## config.mk

```make
export PLATFORM = sky130hd
export DESIGN_NAME = wash_panel_display
export DESIGN_NICKNAME = d
export VERILOG_FILES = /design/src/rtl/wash_panel_display.sv
export SDC_FILE = /design/constraint.sdc
export NUM_CORES = 1
export LEC_CHECK = 0
export ABC_AREA = 1
export ABC_CLOCK_PERIOD_IN_PS = 3700
export CAP_MARGIN = 20
export CORE_UTILIZATION = 60
export CTS_CLUSTER_SIZE = 40
export DETAILED_ROUTE_END_ITERATION = 12
export PLACE_DENSITY_LB_ADDON = 0.25
export SYNTH_ARGS = -nofsm -noshare
export SYNTH_HDL_FRONTEND = slang
export SYNTH_SLANG_ARGS = --single-unit
```

## constraint.sdc

```tcl
create_clock -name clk -period 3.7 [get_ports clk]
set_clock_uncertainty 0.2 [all_clocks]
set_input_delay 0.555 -clock clk [delete_from_list [all_inputs] [get_ports clk]]
set_output_delay 0.555 -clock clk [all_outputs]
set_load 0.02 [all_outputs]
```

## src/rtl/wash_panel_display.sv

```systemverilog
// wash_panel_display
//   Front-panel readout for the wash controller. Time-multiplexes a 4-digit
//   active-low seven-segment display. Each digit slot opens with a short guard
//   interval in which all anodes are off, which prevents ghosting between digits.
//   The inputs are captured once per scan frame, so a digit never shows a mix
//   of old and new values. The whole display blinks while the captured warning
//   is set.
//
//   Digit layout, with an[0] the rightmost digit:
//     d0 = timer ones, d1 = timer tens, d2 = cycle count in hex, d3 = status glyph.
//
// Ports
//   clk        in   1  system clock
//   rst_n      in   1  asynchronous, active-low reset
//   timer_bcd  in   8  [7:4] tens, [3:0] ones, BCD
//   number     in   4  remaining cycle count, shown as hex
//   status     in   3  4=wash, 2=drain, 1=rinse, anything else shows '-'
//   warning    in   1  level; 1 requests blinking
//   blank      in   1  1 forces all anodes off from the next clk
//   an         out  4  digit enables, active-low
//   seg        out  8  segments, active-low; [0]=a..[6]=g, [7]=dp
//   frame      out  1  strobe, no handshake: high for exactly one clk in the
//                      cycle after a new snapshot has been latched
module wash_panel_display #(
    parameter int SCAN_DIV = 50000,
    parameter int GUARD    = 16,
    parameter int BLINK_FR = 250,
    parameter bit LZ_BLANK = 1'b1
) (
    input  logic       clk,
    input  logic       rst_n,
    input  logic [7:0] timer_bcd,
    input  logic [3:0] number,
    input  logic [2:0] status,
    input  logic       warning,
    input  logic       blank,
    output logic [3:0] an,
    output logic [7:0] seg,
    output logic       frame
);

    localparam int               DIV_W    = (SCAN_DIV > 1) ? $clog2(SCAN_DIV) : 1;
    localparam logic [DIV_W-1:0] DIV_LAST = DIV_W'(SCAN_DIV - 1);
    localparam logic [DIV_W-1:0] GUARD_V  = DIV_W'(GUARD);
    localparam logic [9:0]       FC_LAST  = 10'(BLINK_FR - 1);

    localparam logic [7:0] GLYPH_DASH  = 8'hBF;
    localparam logic [7:0] GLYPH_DARK  = 8'hFF;

    function automatic logic [7:0] hex_glyph(input logic [3:0] v);
        logic [7:0] g;
        case (v)
            4'h0: g = 8'hC0;  4'h1: g = 8'hF9;  4'h2: g = 8'hA4;  4'h3: g = 8'hB0;
            4'h4: g = 8'h99;  4'h5: g = 8'h92;  4'h6: g = 8'h82;  4'h7: g = 8'hF8;
            4'h8: g = 8'h80;  4'h9: g = 8'h90;  4'hA: g = 8'h88;  4'hB: g = 8'h83;
            4'hC: g = 8'hC6;  4'hD: g = 8'hA1;  4'hE: g = 8'h86;  default: g = 8'h8E;
        endcase
        return g;
    endfunction

    // Prescaler and digit index
    logic [DIV_W-1:0] div_q, div_d;
    logic [1:0]       d_q, d_d;
    // Snapshot of the inputs, refreshed once per frame
    logic [7:0]       tim_q, tim_d;
    logic [3:0]       num_q, num_d;
    logic [2:0]       sts_q, sts_d;
    logic             warn_q, warn_d;
    // Blink state
    logic [9:0]       fc_q, fc_d;
    logic             phase_q, phase_d;
    // Registered outputs
    logic [3:0]       an_q, an_d;
    logic [7:0]       seg_q, seg_d;
    logic             frame_q, frame_d;

    logic             slot_end;
    logic             wrap;
    logic [3:0]       ones;
    logic [3:0]       tens;

    always_comb begin
        slot_end = (div_q == DIV_LAST);
        wrap     = slot_end && (d_q == 2'd3);

        div_d   = slot_end ? '0 : div_q + 1'b1;
        d_d     = slot_end ? d_q + 2'd1 : d_q;

        tim_d   = tim_q;
        num_d   = num_q;
        sts_d   = sts_q;
        warn_d  = warn_q;
        fc_d    = fc_q;
        phase_d = phase_q;
        frame_d = wrap;

        if (wrap) begin
            tim_d  = timer_bcd;
            num_d  = number;
            sts_d  = status;
            warn_d = warning;
            // A frame without warning restarts the blink, so the display is
            // always lit immediately once the warning clears.
            if (!warning) begin
                fc_d    = '0;
                phase_d = 1'b0;
            end else if (fc_q == FC_LAST) begin
                fc_d    = '0;
                phase_d = ~phase_q;
            end else begin
                fc_d    = fc_q + 10'd1;
            end
        end

        // The glyph is selected from the current digit even during the guard
        // interval, so only the anodes change at slot boundaries.
        ones = tim_q[3:0];
        tens = tim_q[7:4];
        case (d_q)
            2'd0: seg_d = (ones > 4'd9) ? GLYPH_DASH : hex_glyph(ones);
            2'd1: begin
                if (tens > 4'd9)
                    seg_d = GLYPH_DASH;
                else if (LZ_BLANK && (tens == 4'd0))
                    seg_d = GLYPH_DARK;
                else
                    seg_d = hex_glyph(tens);
            end
            2'd2: seg_d = hex_glyph(num_q);
            default: begin
                case (sts_q)
                    3'd4:    seg_d = 8'hC1;   // 'U' wash
                    3'd2:    seg_d = 8'hA1;   // 'd' drain
                    3'd1:    seg_d = 8'hAF;   // 'r' rinse
                    default: seg_d = GLYPH_DASH;
                endcase
            end
        endcase

        an_d = 4'hF;
        if ((div_q >= GUARD_V) && !blank && !(warn_q && phase_q))
            an_d[d_q] = 1'b0;
    end

    always_ff @(posedge clk or negedge rst_n) begin
        if (!rst_n) begin
            div_q   <= '0;
            d_q     <= '0;
            tim_q   <= '0;
            num_q   <= '0;
            sts_q   <= '0;
            warn_q  <= 1'b0;
            fc_q    <= '0;
            phase_q <= 1'b0;
            an_q    <= 4'hF;
            seg_q   <= 8'hFF;
            frame_q <= 1'b0;
        end else begin
            div_q   <= div_d;
            d_q     <= d_d;
            tim_q   <= tim_d;
            num_q   <= num_d;
            sts_q   <= sts_d;
            warn_q  <= warn_d;
            fc_q    <= fc_d;
            phase_q <= phase_d;
            an_q    <= an_d;
            seg_q   <= seg_d;
            frame_q <= frame_d;
        end
    end

    assign an    = an_q;
    assign seg   = seg_q;
    assign frame = frame_q;

endmodule

```

==> After elaboration in Yosys (flattened, before gate mapping) <==
Memories as Yosys holds them, arrays and structs flattened.
Index checks and enable logic that the tools add are counted.
{ "word_totals": {"ff_bits": 58, "mem_bits_ro": 336, "output_inout_bits": 13, "memories": 3} }
{ "memory_table": {"columns": ["name", "depth", "word_bits", "read_ports", "rd_clocked_by_memory_dff", "write_ports", "line_no", "source"], "rows": [
  ["(no name shown)", 16, 7, 1, 0, 0, "52", "case (v)"],
  ["(no name shown)", 16, 7, 1, 0, 0, "52", null],
  ["(no name shown)", 16, 7, 1, 0, 0, "52", null]
]} }
{ "classes": {"n_addsub": 3, "order_cmp": 5, "n_eq_ne": 9, "mux": 13, "n_bitwise": 2, "reduce_logical": 10} }
{ "op_table": {"columns": ["op", "count"], "rows": [
  ["8-bit two-way mux", 3],
  ["8-bit case mux with 3 select lines", 1],
  ["7-bit case mux with 3 select lines", 1],
  ["10-bit two-way mux", 2],
  ["16-bit by 1-bit adder with 16-bit output, second input constant", 1],
  ["16-bit == test, second input constant", 1],
  ["16-bit by 5-bit greater-or-equal comparator with 1-bit output, second input constant", 1],
  ["16-bit two-way mux", 1],
  ["10-bit by 1-bit adder with 10-bit output, second input constant", 1],
  ["10-bit by 8-bit == test with 1-bit output, second input constant", 1],
  ["4-bit > comparator, second input constant", 2],
  ["1-bit logical AND", 5],
  ["2-bit == test, second input constant", 2],
  ["4-bit logical NOT", 1],
  ["4-bit two-way mux", 1],
  ["4-bit NOT", 1],
  ["3-bit by 1-bit == test with 1-bit output, second input constant", 1],
  ["3-bit by 2-bit == test with 1-bit output, second input constant", 1],
  ["3-bit == test, second input constant", 1],
  ["2-bit by 3-bit less-than comparator with 1-bit output, second input constant", 1],
  ["1-bit two-way mux", 3],
  ["2-bit by 1-bit adder with 2-bit output, second input constant", 1],
  ["1-bit demux with 2-bit select", 1],
  ["2-bit by 1-bit == test with 1-bit output, second input constant", 1],
  ["other kinds (6)", 7]
]} }

==> Logic depth before layout (Yosys ltp) <==
{ "logic_depth": {"ltp_word": 6, "mapped_depth": 11} }

==> Worst setup path before layout <==
Ideal clock, no wire load.
{ "synth_path": {"path_kind": "reg2reg", "from": "register div_q[0]", "to": "register phase_q", "arrival_ns": 1.359, "path_slack_ns": 2.024, "stages_incl_launch_ff": 12, "n_path_buf": 1, "synth_period_minus_slack_ns": 1.676, "path_cell_list": "dfrtp_1 ha_1 nand2_2 clkinv_2 nand2_4 nor3_4 nand2_4 nor2_8 buf_8 nand2_1 nand2_1 nand2_1"} }
{ "synth_between": {"elab_chain_len": 3} }
{ "synth_rtl": {"columns": ["element", "line_no", "source"], "rows": [
  ["start, declared", "62", "logic [DIV_W-1:0] div_q, div_d;"],
  ["start signal, assigned", "159", "div_q <= div_d;"],
  ["16-bit == test", "83", "slot_end = (div_q == DIV_LAST);"],
  ["1-bit logical AND", "84", "wrap = slot_end && (d_q == 2'd3);"],
  ["2-bit AND reduction (no line)", null, null],
  ["end signal, assigned", "166", "phase_q <= phase_d;"],
  ["end, declared", "71", "logic phase_q, phase_d;"]
]} }
Every way passes these cells.
A chain may end at the register's enable or synchronous reset.

==> Final worst setup path <==
{ "layout_path": {"from": "register an_q[3], in the netlist an[3]", "to": "output an[3]"} }
{ "layout_lines": {"columns": ["element", "line_no", "source"], "rows": [
  ["start, declared", "73", "logic [3:0] an_q, an_d;"],
  ["start signal, assigned", "167", "an_q <= an_d;"],
  ["end, declared", "37", "output logic [3:0] an,"]
]} }
No word-level cell between the ends.

==> flow_summary.ini <==
[status]
status = finished, final reports clean

[cells_and_area]
final_cell_area_mm2 = 0.00426
syn_to_final_growth_pct = 13.4
nNetsFinal = 572
diodes = 0
layout-drive-gt1-share_pct = 10.2

[detailed_routing]
antenna_left = 0
totalWireLength_mm = 7.75
drc = 0
drt_pre_antenna_iters = 5
drt-initial-drc-count = 252
via_count = 3292
vias_per_cell = 5.45
avgRoutedWirePerCell_um = 12.8

[placed_design]
gp_congestion = 0.898
place_area_mm2 = 0.00406
dp_hpwl_mm = 5.62
io_buffers = 30

[synth]
postSynthCellCount = 494
syn_avg_cell_area_um2 = 7.60
yosysMostFrequentCell = nand2_1
synth_top_area_share_pct = 30.6
synth_fp_nets = 542
synthTopCellsByCount = nand2_1, inv_1, nand3_1, nor2_1, dfrtp_1
ys_seq_area_share_pct = 38.3
ys_top_cells_by_area = dfrtp_1, nand2_1, ha_1
yosysTopAreaCell = dfrtp_1
synth_ff_type = dfrtp_1
synth_edf_count = 0
yosysWarnings = 0
ys_ff_latch = 57
synthArstFlopShare_pct = 100
synth_cell_types = 40
netlist_area_mm2 = 0.00376

[floorplan]
die_area_mm2 = 0.00658
die_h_um = 81.1
fp.dieW_um = 81.1
fp-row-count = 28
ios = 32
initial_core_util_pct = 62.7
coreArea_mm2 = 0.00599

[critical_path]
cp.buffers_inverters = 1
crit_path_start = an[3]
endpoint_kind = output pin
critPathLaunchType = flip-flop
cpMaxStageDelayCell = clkdlybuf4s50_1
criticalPathCategory = reg -> out
endpoint = an[3]
reg2reg_depth = 10
crit_family = buffers and inverters
crit_fanout = 1
arrival_ps = 1460
r2r_slack_ps = 1510
required_ps = 2940
crit_cells = 1
r2r-end = fc_q[5]
regToRegStartpoint = div_q[0]
worstPathCellList = clkdlybuf4s50_1
cpPeakStageDelay_ps = 600

[timing]
final_max_slew_viol_count = 0
hold_violations = 0
slew_headroom_pct = 52.0
setup_tns_ps = 0
max_freq_ghz = 0.451
rsz0062_at_grt = no
setup_viol = 0
tightest_slew_ps = 720
finalCriticalPeriod_ps = 2220
min_period_over_period_pct = 59.9
whs_ps = 68.1

[clock_network]
postCtsResizedCells = 0
holdBufCountCts = 0
clk_latency_ps = 340
clk_pin_slew_ps = 60
cts_num_sinks = 57
clockRootBuffer = clkbuf_8
cts_buffer_depth = 2
postCtsSetupBuffers = 0
cts_tree = yes
numCtsBuffers = 9
cts_max_level = 3

[global_route]
grt.total_usage_pct = 26.1
grt_max_degree = 42
antenna_found_initial = 0
grt_pass1_vias = 3011
grt-ovfl-total = 0
grt_pass1_wl_mm = 13.1

[power]
ir_drop_mv = 0.196
p_per_area_mw_per_mm2 = 294
power.total_mw = 1.25
leakagePower_nw = 2.23

[job]
cap_violations = 0

[worst_hold_path]
holdCritPathClass = in -> async
routing by layer:
layer	track usage (%)	part of all wire (%)	vias to the layer above	wire, µm
met5	0	0	-	0
met4	11.6	2.0	0	152
met3	4.27	4.5	17	350
met1	33.4	45	1534	3500
met2	43.4	48	111	3740
li1	-	-	1630	-
flip-flops by register name, summed over array words and instances, names as in the netlist, 2 cells and up:
| register | count |
|---|---|
| d_q | 2 |
| tim_q | 8 |
| fc_q | 10 |
| seg | 7 |
| div_q | 16 |
| sts_q | 3 |
| num_q | 4 |
| an | 4 |
how the worst min path moves through the flow:
stage | from | to | slack (ps) | depth (start not counted)
5_1_grt | rst_n | div_q[3] | 130 | 1
6_report | rst_n | tim_q[0] | 70 | 1
3_3_place_gp | div_q[0] | div_q[0] | 270 | 1
3_5_place_dp | div_q[0] | div_q[0] | 280 | 1
2_1_floorplan | rst_n | d_q[0] | 60 | 0
4_1_cts | rst_n | div_q[5] | 100 | 1
cell families after synthesis:
logic type,synth area share (%)
AO/OA/AOI/OAI,9.96
XOR/XNOR,2.57
adder cells (fa/ha/maj),9.66
buffers and inverters,8.86
flip-flops,38.3
other,0.0998
AND/OR/NAND/NOR,30.5
placed cells by master, fill, tap and decap left out, types with 3 or more instances in the layout:
master,Yosys,layout
clkdlybuf4s50_1,0,29
dfrtp_1,46,46
xor2_1,9,9
nand3_2,3,3
ha_1,29,29
a21oi_1,13,13
clkbuf_8,0,11
o211ai_1,4,4
o21ai_1,3,3
dfstp_2,11,11
inv_1,58,58
clkinv_2,2,4
nand2_1,130,130
nand2_2,5,5
nand4_1,6,6
nor2_1,48,48
o21ai_2,9,9
nand3_1,52,52
o21ai_0,31,31
worst reg2reg max path: cells and delay by family (launching register included):
| kind | cells | cell delay (ps) |
|---|---|---|
| simple gates | 7 | 1030 |
| fa+ha+maj | 1 | 190 |
| buf+inv | 2 | 270 |
| flops | 1 | 380 |
report_power, final:
group / total, mW / switching [mW] / internal (mW)
Sequential: 0.625 / 0.000191 / 0.625
Combinational: 0.0388 / 0.0204 / 0.0184
Clock: 0.590 / 0.244 / 0.346
through the flow:
step	worst slack [ps]	utilization, %	std cells
3_3_place_gp	1630	67.8	588
4_1_cts	1460	71.1	604
5_1_grt	1280	71.1	604
6_report	1480	71.1	604
2_1_floorplan	2020	-	494
3_5_place_dp	1520	67.8	588
layout make-up:
cell class	instances	area, µm²
fillers	480	1730
repair buffers	31	303
flip-flops and latches	57	1440
well taps	75	93.8
clock inverters	3	40.0
clock buffers	13	159
multi-input cells	362	1980
inverters	63	239
Note: power is estimated with default switching activity, not from simulation.
